<file path="config.mk">
export PLATFORM = sky130hd
export DESIGN_NAME = fps_meter_flat
export DESIGN_NICKNAME = d
export VERILOG_FILES = /design/src/rtl/gbvga_pkg.sv /design/src/rtl/fps_meter_if.sv /design/src/rtl/pulse_sync.sv /design/src/rtl/fps_meter.sv /design/src/flat_wrapper.sv
export SDC_FILE = /design/constraint.sdc
export NUM_CORES = 1
export LEC_CHECK = 0
export CORE_MARGIN = 4
export CORE_UTILIZATION = 55
export CTS_CLUSTER_DIAMETER = 30
export DETAILED_ROUTE_END_ITERATION = 6
export PLACE_DENSITY = 0.74
export SLEW_MARGIN = 10
export SYNTH_ARGS = -nofsm -noshare
export SYNTH_HDL_FRONTEND = slang
export SYNTH_SLANG_ARGS = --single-unit
export TNS_END_PERCENT = 1
</file>
<file path="constraint.sdc">
create_clock -name CLK16MHz -period 2.5 [get_ports CLK16MHz]
set_input_delay 0.375 -clock CLK16MHz [delete_from_list [all_inputs] [get_ports CLK16MHz]]
set_output_delay 0.375 -clock CLK16MHz [all_outputs]
set_load 0.005 [all_outputs]
</file>
<file path="src/rtl/gbvga_pkg.sv">
// Constants and types shared by the Game Boy VGA capture/debug blocks.
package gbvga_pkg;

  localparam int unsigned CLK_HZ_16M         = 16_000_000;
  // Measured board crystal rate; the nominal CLK_HZ_16M runs slightly fast.
  localparam int unsigned CLOCKS_PER_SEC_CAL = 15_998_100;
  localparam int unsigned WIN_W              = 32;

  typedef enum logic [1:0] {
    IDLE    = 2'd0,
    ALIGN   = 2'd1,
    MEASURE = 2'd2
  } fps_state_t;

  function automatic logic [WIN_W-1:0] win_terminal(input int unsigned clocks);
    return WIN_W'(clocks - 1);
  endfunction

endpackage

</file>
<file path="src/rtl/fps_meter_if.sv">
// Result channel of the frame-rate meter: value/overflow qualified by valid, accepted by ready.
interface fps_meter_if #(
  parameter int COUNT_W = 8
) ();

  logic [COUNT_W-1:0] FPS_VALUE;
  logic               FPS_OVF;
  logic               FPS_VALID;
  logic               FPS_READY;
  logic               FPS_DROP;

  modport master (
    output FPS_VALUE,
    output FPS_OVF,
    output FPS_VALID,
    output FPS_DROP,
    input  FPS_READY
  );

  modport slave (
    input  FPS_VALUE,
    input  FPS_OVF,
    input  FPS_VALID,
    input  FPS_DROP,
    output FPS_READY
  );

endinterface

</file>
<file path="src/rtl/pulse_sync.sv">
// Multi-stage synchroniser plus registered rising-edge detector for asynchronous strobes.
// edge_o is one cycle wide, SYNC_STAGES+1 cycles after async_i rises; clr_i wipes all history.
module pulse_sync #(
  parameter int unsigned SYNC_STAGES = 2
) (
  input  logic clk,
  input  logic rst_n,
  input  logic clr_i,
  input  logic async_i,
  output logic edge_o
);

  logic [SYNC_STAGES-1:0] sync_q, sync_d;
  logic                   prev_q, prev_d;
  logic                   edge_q, edge_d;

  always_comb begin
    sync_d = {sync_q[SYNC_STAGES-2:0], async_i};
    prev_d = sync_q[SYNC_STAGES-1];
    edge_d = sync_q[SYNC_STAGES-1] & ~prev_q;
    if (clr_i) begin
      sync_d = '0;
      prev_d = 1'b0;
      edge_d = 1'b0;
    end
  end

  always_ff @(posedge clk or negedge rst_n) begin
    if (!rst_n) begin
      sync_q <= '0;
      prev_q <= 1'b0;
      edge_q <= 1'b0;
    end else begin
      sync_q <= sync_d;
      prev_q <= prev_d;
      edge_q <= edge_d;
    end
  end

  assign edge_o = edge_q;

endmodule

</file>
<file path="src/rtl/fps_meter.sv">
// Frame-rate meter: counts FRAME_PULSE rising edges per CLOCKS_PER_SEC window, windows aligned to a frame.
// Result appears the cycle after a window's last cycle; an unaccepted result is overwritten with a FPS_DROP pulse.
module fps_meter
  import gbvga_pkg::*;
#(
  parameter int unsigned CLOCKS_PER_SEC = CLOCKS_PER_SEC_CAL,
  parameter int unsigned COUNT_W        = 8,
  parameter int unsigned SYNC_STAGES    = 2
) (
  input  logic        CLK16MHz,
  input  logic        RST_N,
  input  logic        ENABLE,
  input  logic        FRAME_PULSE,
  output logic        BLINK_PIN,
  fps_meter_if.master fps
);

  localparam logic [WIN_W-1:0]   WIN_TERM = win_terminal(CLOCKS_PER_SEC);
  localparam logic [COUNT_W-1:0] CNT_MAX  = '1;

  fps_state_t         state_q, state_d;
  logic [WIN_W-1:0]   win_q, win_d;
  logic [COUNT_W-1:0] cnt_q, cnt_d;
  logic               ovf_q, ovf_d;
  logic [COUNT_W-1:0] value_q, value_d;
  logic               res_ovf_q, res_ovf_d;
  logic               valid_q, valid_d;
  logic               drop_q, drop_d;
  logic               blink_q, blink_d;

  logic               frame_edge;
  logic               at_term;
  logic               clr_cnt, align_ld, count_en, latch;
  logic [COUNT_W-1:0] cnt_inc;
  logic               ovf_inc;

  // Edge history is dropped whenever measurement is disabled.
  pulse_sync #(
    .SYNC_STAGES (SYNC_STAGES)
  ) u_frame_sync (
    .clk     (CLK16MHz),
    .rst_n   (RST_N),
    .clr_i   (!ENABLE),
    .async_i (FRAME_PULSE),
    .edge_o  (frame_edge)
  );

  always_ff @(posedge CLK16MHz or negedge RST_N) begin
    if (!RST_N) begin
      state_q <= IDLE;
    end else begin
      state_q <= state_d;
    end
  end

  always_comb begin
    state_d = state_q;
    if (!ENABLE) begin
      state_d = IDLE;
    end else begin
      case (state_q)
        IDLE:    state_d = ALIGN;
        ALIGN:   if (frame_edge) state_d = MEASURE;
        MEASURE: state_d = MEASURE;
        default: state_d = IDLE;
      endcase
    end
  end

  assign at_term = (win_q == WIN_TERM);

  always_comb begin
    clr_cnt  = 1'b0;
    align_ld = 1'b0;
    count_en = 1'b0;
    latch    = 1'b0;
    if (!ENABLE) begin
      clr_cnt = 1'b1;
    end else begin
      case (state_q)
        IDLE:    clr_cnt  = 1'b1;
        ALIGN:   align_ld = frame_edge;
        MEASURE: begin
          latch    = at_term;
          clr_cnt  = at_term;
          count_en = !at_term;
        end
        default: clr_cnt = 1'b1;
      endcase
    end
  end

  // Saturating count including this cycle's edge; also what closes a window.
  assign cnt_inc = (frame_edge && (cnt_q != CNT_MAX)) ? cnt_q + COUNT_W'(1) : cnt_q;
  assign ovf_inc = ovf_q | (frame_edge & (cnt_q == CNT_MAX));

  always_comb begin
    win_d = win_q;
    cnt_d = cnt_q;
    ovf_d = ovf_q;
    if (clr_cnt) begin
      win_d = '0;
      cnt_d = '0;
      ovf_d = 1'b0;
    end else if (align_ld) begin
      win_d = '0;
      cnt_d = COUNT_W'(1);
      ovf_d = 1'b0;
    end else if (count_en) begin
      win_d = win_q + WIN_W'(1);
      cnt_d = cnt_inc;
      ovf_d = ovf_inc;
    end
  end

  always_comb begin
    value_d   = value_q;
    res_ovf_d = res_ovf_q;
    blink_d   = blink_q;
    drop_d    = 1'b0;
    valid_d   = valid_q && !fps.FPS_READY;
    if (latch) begin
      value_d   = cnt_inc;
      res_ovf_d = ovf_inc;
      blink_d   = ~blink_q;
      valid_d   = 1'b1;
      drop_d    = valid_q && !fps.FPS_READY;
    end
    if (!ENABLE) begin
      valid_d = 1'b0;
    end
  end

  always_ff @(posedge CLK16MHz or negedge RST_N) begin
    if (!RST_N) begin
      win_q     <= '0;
      cnt_q     <= '0;
      ovf_q     <= 1'b0;
      value_q   <= '0;
      res_ovf_q <= 1'b0;
      valid_q   <= 1'b0;
      drop_q    <= 1'b0;
      blink_q   <= 1'b0;
    end else begin
      win_q     <= win_d;
      cnt_q     <= cnt_d;
      ovf_q     <= ovf_d;
      value_q   <= value_d;
      res_ovf_q <= res_ovf_d;
      valid_q   <= valid_d;
      drop_q    <= drop_d;
      blink_q   <= blink_d;
    end
  end

  assign fps.FPS_VALUE = value_q;
  assign fps.FPS_OVF   = res_ovf_q;
  assign fps.FPS_VALID = valid_q;
  assign fps.FPS_DROP  = drop_q;
  assign BLINK_PIN     = blink_q;

endmodule

</file>
<file path="src/flat_wrapper.sv">
// flat-port wrapper written by rule: the top's interface ports become plain ports
module fps_meter_flat import gbvga_pkg::*;
#(
  parameter int unsigned CLOCKS_PER_SEC = CLOCKS_PER_SEC_CAL,
  parameter int unsigned COUNT_W        = 8,
  parameter int unsigned SYNC_STAGES    = 2
)
  (CLK16MHz, RST_N, ENABLE, FRAME_PULSE, BLINK_PIN, fps_FPS_VALUE, fps_FPS_OVF, fps_FPS_VALID, fps_FPS_DROP, fps_FPS_READY);
  fps_meter_if #(.COUNT_W(COUNT_W)) fps_i ();
  input  logic CLK16MHz;
  input  logic RST_N;
  input  logic ENABLE;
  input  logic FRAME_PULSE;
  output logic BLINK_PIN;
  output wire logic [$bits(fps_i.FPS_VALUE)-1:0] fps_FPS_VALUE;
  output wire logic [$bits(fps_i.FPS_OVF)-1:0] fps_FPS_OVF;
  output wire logic [$bits(fps_i.FPS_VALID)-1:0] fps_FPS_VALID;
  output wire logic [$bits(fps_i.FPS_DROP)-1:0] fps_FPS_DROP;
  input wire logic [$bits(fps_i.FPS_READY)-1:0] fps_FPS_READY;
  assign fps_FPS_VALUE = fps_i.FPS_VALUE;
  assign fps_FPS_OVF = fps_i.FPS_OVF;
  assign fps_FPS_VALID = fps_i.FPS_VALID;
  assign fps_FPS_DROP = fps_i.FPS_DROP;
  assign fps_i.FPS_READY = fps_FPS_READY;
  fps_meter #(.CLOCKS_PER_SEC(CLOCKS_PER_SEC), .COUNT_W(COUNT_W), .SYNC_STAGES(SYNC_STAGES)) u_core (.CLK16MHz(CLK16MHz), .RST_N(RST_N), .ENABLE(ENABLE), .FRAME_PULSE(FRAME_PULSE), .BLINK_PIN(BLINK_PIN), .fps(fps_i));
endmodule
</file>
==> results of run 1 <==
[per-stage QoR]
stage	setup WS (ns)	cells	power (W)	hold slack, ns
finish	0.2229	427	0.002130	0.07037
global route	0.08186	427	0.002248	0.1011
CTS	0.1728	427	0.002151	0.09157
detailed placement	0.1589	411	0.001376	0.3940
global placement	0.1915	411	0.001359	0.3827
floorplan	0.4600	322	0.001248	0.07941
[layout make-up]
cell class                      count  area [µm²]
Clock buffer                       14       162.7
Clock inverter                      2       10.01
Fill cell                         462        1876
Inverter                            7       26.28
Multi-Input combinational cell    241        1612
Sequential cell                    59        1476
Tap cell                           72       90.09
Timing Repair Buffer               32       287.8
[cell usage in the layout, fill, tap and decap left out, types with 6 or more instances in the layout]
master           count
a21o_1               7
a21oi_1             10
a31oi_1             15
and3_1               9
buf_4               15
clkbuf_8            11
clkdlybuf4s50_1     15
dfrtp_1             59
inv_1                7
nand2_1             21
nand3_1             18
nand4_1              9
nor2_1              31
nor2b_1              6
nor4_1               9
o21ai_0              7
o21ai_1              6
or3_1                6
xnor2_1             14
xor2_1               6
[power by group through the flow]
stage               clock [W]  combinational [W]  sequential, W
floorplan                   0           0.000245        0.00100
global placement            0           0.000354        0.00100
detailed placement          0           0.000369        0.00101
CTS                  0.000790           0.000371       0.000990
global route         0.000841           0.000415       0.000992
finish               0.000770           0.000370       0.000990
[cell families (layout without fill, tap and decap cells)]
kind of cell | count (synthesis) | after routing | synth area share [%]
compound gates | 62 | 62 | 12.93
xor+xnor | 20 | 20 | 5.521
fa+ha+maj | 5 | 5 | 1.972
buf+inv | 22 | 55 | 2.839
flops | 59 | 59 | 46.53
mux | 13 | 13 | 4.416
simple gates | 141 | 141 | 25.79
[state kept, by name, indices dropped and copies added, names as in the netlist]
register	cells
u_core.fps.FPS_VALUE	8
u_core.state_q	2
u_core.win_q	32
u_core.u_frame_sync.sync_q	2
u_core.u_frame_sync.prev_q	1
u_core.fps.FPS_OVF	1
u_core.ovf_q	1
u_core.fps.FPS_VALID	1
u_core.u_frame_sync.edge_o	1
u_core.fps.FPS_DROP	1
u_core.cnt_q	8
u_core.BLINK_PIN	1
[what timing repair did]
action / 4_1_cts / 5_1_grt
hold endpoints to repair: 0 / 0
endpoints found under the setup margin: 0 / 1
gates resized for setup: 0 / 1
[worst max-delay path by stage]
stage                     slack, ns              start  cells after the start                 endpoint
after floorplan                0.46  u_core.state_q[1]                      7         u_core.win_q[10]
after global routing           0.08  u_core.state_q[0]                      7          u_core.cnt_q[2]
after detailed placement       0.16             ENABLE                      5         u_core.win_q[10]
after global placement         0.19             ENABLE                      5         u_core.win_q[10]
final                          0.22  u_core.state_q[0]                      6         u_core.win_q[10]
after CTS                      0.17  u_core.state_q[0]                      7  u_core.fps.FPS_VALUE[0]
[routing by layer]
metal	vias up	share of wire (%)	GRT usage (%)
li1	1243	-	-
met1	1304	45	27.72
met2	58	49	34.85
met3	6	4.8	7.305
met4	0	0.71	5.994
met5	-	0	0
==> results.yml, run 1 <==
outcome:
  status: "finished clean"
logic_synthesis:
  synth_common_cells: "59 x dfrtp_1, 31 x nor2_1, 21 x nand2_1"
  synth_cell_types: 50
  ys_warn_count: 0
  syn_area_um2: 3173
  synth_edf_count: 0
  yosysMostFrequentCell: "dfrtp_1"
  synth_area_leaders: "dfrtp_1 47%, xnor2_1 3.9%, nor2_1 3.7%"
  ys_ff_latch: 59
  synth.yosys.seq_area_share_pct: 46.53
  synth_top_area_share_pct: 46.53
  synth_cells: 322
  synth.avg_cell_area_um2: 9.854
  async_reset_ff_share_pct: 100.0
  synth_top_area_cell: "dfrtp_1"
  ys.flop_type: "dfrtp_1"
  synth_fp_nets: 332
run:
  cap_viol_max_count: 0
clock_network:
  cts-root-buf: "clkbuf_8"
  post-cts-setup-buffers: 0
  clock_latency_ns: 0.34
  cts_max_level: 3
  cts_tree: "built"
  clockBufferDepth: 2
  ctsHoldBuffers: 0
  clock-sinks: 59
  path_clk_slew_ns: 0.07
  cts_buffers: 9
global_routing:
  grt_pass1_vias: 2523
  grt_util_all_layers_pct: 21.59
  grt_max_degree: 32
  grt_pass1_wl_mm: 12.17
  antenna_found_initial: 0
  grt_overflow_total: 0
power_and_ir_drop:
  ir_worst_vdd_mv: 0.4888
  power.internal_w: 0.001529
  power_frac_seq_pct: 46.5
  clkPwrFrac_pct: 36.2
  p_switching_w: 0.0006009
  p_sw_share_pct: 28.21
  p_leak_nw: 1.561
  p_per_area_nw_per_um2: 581.2
  comb_power_share_pct: 17.4
place:
  place_area_um2: 3491
  gp_congestion: 0.8622
  dp_hpwl_mm: 4.807
  port_buffers: 16
critical_path:
  path_cells: "inv_1, ha_1, and4bb_4, or4b_1, or3_1, a21oi_1"
  r2r_cells: 6
  cp_max_fo: 8
  path_buf_inv: 1
  slowest_stage: "or4b_1"
  path_class: "reg -> reg"
  startpoint_type: "register"
  max_stage_delay_ns: 0.73
  crit_arrival_ns: 2.54
  crit_required_ns: 2.77
  endpoint_kind: "register"
  rr_endpoint: "u_core.win_q[10]"
  cp_top_family: "simple AND/OR/NAND/NOR gates"
  r2r-start: "u_core.state_q[0]"
  reg2reg_slack_ns: 0.22
final_layout:
  syn_to_final_growth_pct: 15.50
  diodes: 0
  layout-drive-gt1-share_pct: 13.24
  stdcell_area_um2: 3665
  fin_util_pct: 66.15
  fin_nets: 360
routing:
  drc: 0
  viasPerCell: 6.115
  ant_nets: 0
  drt_iter0_markers: 192
  dr.pass1.iters: 4
  wl_per_cell_um: 16.26
  routed_wl_mm: 6.943
  vias: 2611
floorplanning:
  ios: 17
  num_rows: 27
  start_util_pct: 57.27
  dieArea_um2: 7048
  die_h_um: 83.96
  core-area_um2: 5540
  die_w_um: 83.96
sta:
  setup_viol: 0
  slew_viol_final: 0
  finalHoldViolations: 0
  setup_tns_ns: 0
  worst_slew_pin_slew_ns: 0.6678
  clock_skew_ns: 0.005517
  min_period_ns: 2.277
  max-slew-margin-rel_pct: 55.48
  fmax_mhz: 439.1
  rsz0062_at_grt: "no"
  fin_crit_sh_pct: 91.09
min_path:
  worstHoldPathType: "in -> async"
No activity file was read; power rests on OpenSTA's default activity.
==> run 2: changes to the inputs <==
--- a/config.mk
+++ b/config.mk
@@ -9,7 +9,7 @@
 export CORE_UTILIZATION = 55
 export CTS_CLUSTER_DIAMETER = 30
 export DETAILED_ROUTE_END_ITERATION = 6
-export PLACE_DENSITY = 0.74
+export PLACE_DENSITY_LB_ADDON = 0.08
 export SLEW_MARGIN = 10
 export SYNTH_ARGS = -nofsm -noshare
 export SYNTH_HDL_FRONTEND = slang
==> results.yml, run 2 (same netlist as run 1, synthesis figures left out) <==
outcome:
  status: "finished clean"
global_routing:
  grt_util_all_layers_pct: 21.14
  grt_overflow_total: 0
  grt_pass1_vias: 2457
  grt_pass1_wl_mm: 12.05
  antenna_found_initial: 0
  grt_max_degree: 60
clock_network:
  post-cts-setup-buffers: 0
  post_cts_resized: 0
  clock_latency_ns: 0.33
  cts_buffers: 9
  clockBufferDepth: 2
  cts-root-buf: "clkbuf_8"
  ctsHoldBuffers: 0
  clock-sinks: 59
  cts_max_level: 3
  cts_tree: "built"
  path_clk_slew_ns: 0.07
floorplanning:
  dieArea_um2: 7048
  core-area_um2: 5540
  die_h_um: 83.96
  start_util_pct: 57.27
  die_w_um: 83.96
  ios: 17
  num_rows: 27
final_layout:
  stdcell_area_um2: 3759
  largest_reg_flops: 32
  largest_register: "u_core.win_q"
  ff_latch_area_um2: 1476
  multi_input_area_um2: 1613
  fill_cells: 441
  syn_to_final_growth_pct: 18.45
  layout-drive-gt1-share_pct: 14.85
  diodes: 0
  layout_common_cells: "59 x dfrtp_1, 31 x nor2_1, 21 x nand2_1, 18 x nand3_1, 17 x buf_4"
  fin_nets: 362
  final_common_cell: "dfrtp_1"
sta:
  finalHoldViolations: 0
  max-slew-margin-rel_pct: 51.38
  min_period_ns: 2.268
  setup_tns_ns: 0
  fin_crit_sh_pct: 90.71
  slew_viol_final: 0
  clock_skew_ns: 0.007235
  worst_slew_pin_slew_ns: 0.7294
  fmax_mhz: 441.0
  rsz0062_at_grt: "no"
  setup_viol: 0
critical_path:
  cp_max_fo: 8
  path_cells: "inv_1, ha_1, and4bb_4, or4b_1, or3_1, a21oi_1"
  startpoint: "u_core.state_q[0]"
  reg2reg_slack_ns: 0.23
  rr_endpoint: "u_core.win_q[10]"
  path_class: "reg -> reg"
  cp-endpoint: "u_core.win_q[10]"
  max_stage_delay_ns: 0.73
  crit_required_ns: 2.76
  r2r_cells: 6
  endpoint_kind: "register"
  r2r-start: "u_core.state_q[0]"
  crit_arrival_ns: 2.52
  slowest_stage: "or4b_1"
  startpoint_type: "register"
min_path:
  worstHoldPathType: "in -> async"
routing:
  drt_iter0_markers: 225
  drc: 0
  routed_wl_mm: 6.938
  viasPerCell: 6.007
  ant_nets: 0
  wl_per_cell_um: 16.17
  dr.pass1.iters: 4
  vias: 2577
place:
  port_buffers: 16
  dp_hpwl_mm: 4.656
  place_area_um2: 3506
  gp_congestion: 0.8662
power_and_ir_drop:
  p_leak_nw: 1.599
  ir_worst_vdd_mv: 0.3578
  p_per_area_nw_per_um2: 649.3
run:
  cap_viol_max_count: 0
[run 2: cell types whose count changed in the layout (fill, tap and decap cells not counted)]
cell        change
bufinv_16       +3
clkbuf_1        -3
clkinvlp_4      +3
buf_4           +2
clkinv_2        -2
clkbuf_8        -1
o2111a_1        -1
o2111a_2        +1
[run 2: routing by layer]
| metal | share of wire [%] | track usage (%) | vias to the layer above |
|---|---|---|---|
| li1 | - | - | 1246 |
| met1 | 49 | 29.63 | 1267 |
| met2 | 46 | 33.26 | 58 |
| met3 | 4.3 | 3.949 | 6 |
| met4 | 0.91 | 6.579 | 0 |
| met5 | 0 | 0 | - |
[run 2: worst min-delay path by stage]
stage	start	slack, ns	endpoint	depth (start not counted)
after CTS	RST_N	0.21	u_core.fps.FPS_VALUE[5]	2
after global routing	RST_N	0.26	u_core.fps.FPS_VALUE[5]	2
final	RST_N	0.18	u_core.fps.FPS_VALUE[5]	2
after global placement	u_core.u_frame_sync.prev_q	0.38	u_core.u_frame_sync.edge_o	1
after detailed placement	u_core.u_frame_sync.prev_q	0.39	u_core.u_frame_sync.edge_o	1
after floorplan	RST_N	0.08	u_core.BLINK_PIN	0
[run 2: power breakdown]
group          switching, W  internal [W]
clock network      0.000391      0.000689
logic              0.000223      0.000149
registers         0.0000144      0.000974
total              0.000629       0.00181
[run 2: critical path, delay by kind of cell (launching register included)]
kind,cells,cell delay (ns)
adders and majority gates,1,0.24
and+or+nand+nor,3,1.34
AOI/OAI and AO/OA,1,0.14
buffers and inverters,1,0.09
DFF,1,0.40
[run 2: layout make-up]
type | count | share of cell area, %
Clock inverter | 6 | 2.996
Multi-Input combinational cell | 241 | 42.91
Sequential cell | 59 | 39.28
Inverter | 7 | 0.6991
Tap cell | 72 | 2.397
Timing Repair Buffer | 34 | 8.056
Clock buffer | 10 | 3.662
[run 2: through the flow]
step / hold slack [ns] / util, % / total power, W / setup slack (ns) / instances
global route: 0.2577 / 67.84 / 0.002555 / 0.03915 / 429
global placement: 0.3838 / 63.28 / 0.001365 / 0.1782 / 413
CTS: 0.2107 / 67.80 / 0.002461 / 0.1229 / 429
floorplan: 0.07941 / - / 0.001248 / 0.4600 / 322
detailed placement: 0.3915 / 63.28 / 0.001376 / 0.1515 / 413
finish: 0.1803 / 67.84 / 0.002440 / 0.2322 / 429
==> run 3: changes to the inputs <==
--- a/config.mk
+++ b/config.mk
@@ -6,10 +6,9 @@
 export NUM_CORES = 1
 export LEC_CHECK = 0
 export CORE_MARGIN = 4
-export CORE_UTILIZATION = 55
+export CORE_UTILIZATION = 30
 export CTS_CLUSTER_DIAMETER = 30
 export DETAILED_ROUTE_END_ITERATION = 6
-export PLACE_DENSITY_LB_ADDON = 0.08
 export SLEW_MARGIN = 10
 export SYNTH_ARGS = -nofsm -noshare
 export SYNTH_HDL_FRONTEND = slang
==> results.yml, run 3 (same netlist as run 1, synthesis figures left out) <==
global_routing:
  grt_pass1_wl_mm: 12.05
  grt_overflow_total: 0
  grt_pass1_vias: 2439
  grt_max_degree: 60
  antenna_found_initial: 0
  grt_util_all_layers_pct: 11.86
min_path:
  worstHoldPathType: "in -> async"
clock_network:
  cts_max_level: 3
  clock-sinks: 59
  clockBufferDepth: 2
  ctsHoldBuffers: 0
  post-cts-setup-buffers: 0
  clock_latency_ns: 0.34
  cts-root-buf: "clkbuf_8"
  path_clk_slew_ns: 0.07
  cts_buffers: 9
  post_cts_resized: 0
  cts_tree: "built"
sta:
  fmax_mhz: 447.6
  slew_viol_final: 0
  clock_skew_ns: 0.01104
  worst_slew_pin_slew_ns: 0.7623
  setup_viol: 0
  min_period_ns: 2.234
  finalHoldViolations: 0
  setup_tns_ns: 0
  max-slew-margin-rel_pct: 49.18
  rsz0062_at_grt: "no"
  fin_crit_sh_pct: 89.36
  holdWs_ns: 0.1873
floorplanning:
  num_rows: 37
  die_h_um: 110.8
  ios: 17
  dieArea_um2: 12290
  die_w_um: 110.8
  core-area_um2: 10320
  start_util_pct: 30.74
routing:
  routed_wl_mm: 6.799
  ant_nets: 0
  viasPerCell: 5.254
  drc: 0
  vias: 2569
  wl_per_cell_um: 13.90
  drt_iter0_markers: 100
  dr.pass1.iters: 4
final_layout:
  largest_reg_flops: 32
  fin_util_pct: 36.34
  stdcell_area_um2: 3751
  layout_common_cells: "59 x dfrtp_1, 31 x nor2_1, 21 x nand2_1, 18 x nand3_1"
  diodes: 0
  largest_register: "u_core.win_q"
  final_common_cell: "dfrtp_1"
  layout-drive-gt1-share_pct: 12.75
  syn_to_final_growth_pct: 18.22
  fin_nets: 358
power_and_ir_drop:
  power.internal_w: 0.001615
  ir_worst_vdd_mv: 0.2708
  clkPwrFrac_pct: 38.8
  power_frac_seq_pct: 44.2
  comb_power_share_pct: 17.0
  p_sw_share_pct: 27.77
  p_per_area_nw_per_um2: 596.1
  p_leak_nw: 1.552
  p_switching_w: 0.0006211
outcome:
  status: "finished clean"
critical_path:
  crit_arrival_ns: 2.50
  endpoint_kind: "register"
  cp_max_fo: 8
  startpoint_type: "register"
  path_class: "reg -> reg"
  crit_required_ns: 2.76
place:
  port_buffers: 16
  gp_congestion: 0.7943
  dp_hpwl_mm: 4.724
  place_area_um2: 3556
run:
  cap_viol_max_count: 0
==> run 3: cell types whose count changed in the layout (fill, tap and decap cells not counted) <==
cell,previous run,this run
buf_4,17,13
bufinv_16,3,1
clkbuf_1,0,2
and2_1,3,4
and2_2,1,0
clkinv_2,0,1
clkinvlp_4,3,2
o2111a_1,0,1
o2111a_2,1,0
==> run 3: final cells by class <==
| type | instances | area, µm² |
|---|---|---|
| multi-input combinational | 241 | 1610 |
| timing repair buffer | 30 | 272.8 |
| sequential | 59 | 1476 |
| inverter | 7 | 26.28 |
| clock inverter | 4 | 50.05 |
| tap | 136 | 170.2 |
| clock buffer | 12 | 145.1 |
| fill | 1043 | 6573 |
==> run 3: worst max-delay path, cell delays in order (launching register included) <==
cell,delay [ns]
dfrtp_1,0.40
inv_1,0.08
ha_1,0.22
and4bb_4,0.22
or4b_1,0.71
or3_1,0.37
a21oi_1,0.14
==> run 3: path summary, 6_finish.rpt <==
check	cells after the start	endpoint	start	slack, ns
max in group asynchronous	2	u_core.win_q[9]	RST_N	1.80
worst max register to register	6	u_core.win_q[10]	u_core.state_q[0]	0.27
worst min register to register	1	u_core.u_frame_sync.edge_o	u_core.u_frame_sync.prev_q	0.40
worst max-delay path	6	u_core.win_q[10]	u_core.state_q[0]	0.27
worst min-delay path	2	u_core.cnt_q[5]	RST_N	0.19
min in group CLK16MHz	1	u_core.u_frame_sync.edge_o	u_core.u_frame_sync.prev_q	0.40
==> run 3: power groups by stage <==
| stage | clock (W) | combinational [W] | sequential [W] |
|---|---|---|---|
| floorplan | 0 | 0.000245 | 0.00100 |
| global placement | 0 | 0.000375 | 0.00100 |
| detailed placement | 0 | 0.000381 | 0.00101 |
| CTS | 0.000900 | 0.000384 | 0.000989 |
| global route | 0.000942 | 0.000423 | 0.000993 |
| finish | 0.000867 | 0.000380 | 0.000989 |
==> run 3: per-stage QoR <==
| step | power, W | worst slack (ns) | cells |
|---|---|---|---|
| floorplan | 0.001248 | 0.4600 | 322 |
| global placement | 0.001380 | 0.2019 | 473 |
| detailed placement | 0.001388 | 0.1531 | 473 |
| CTS | 0.002273 | 0.2542 | 489 |
| global route | 0.002358 | 0.05232 | 489 |
| finish | 0.002236 | 0.2659 | 489 |
==> run 3: metal layers <==
| metal | part of all wire (%) | global-route usage (%) | wire (µm) | vias up |
|---|---|---|---|---|
| li1 | - | - | - | 1237 |
| met1 | 48 | 15.97 | 3284 | 1280 |
| met2 | 46 | 17.68 | 3152 | 42 |
| met3 | 3.5 | 3.930 | 241 | 10 |
| met4 | 1.8 | 4.433 | 121 | 0 |
| met5 | 0 | 0 | 0 | - |
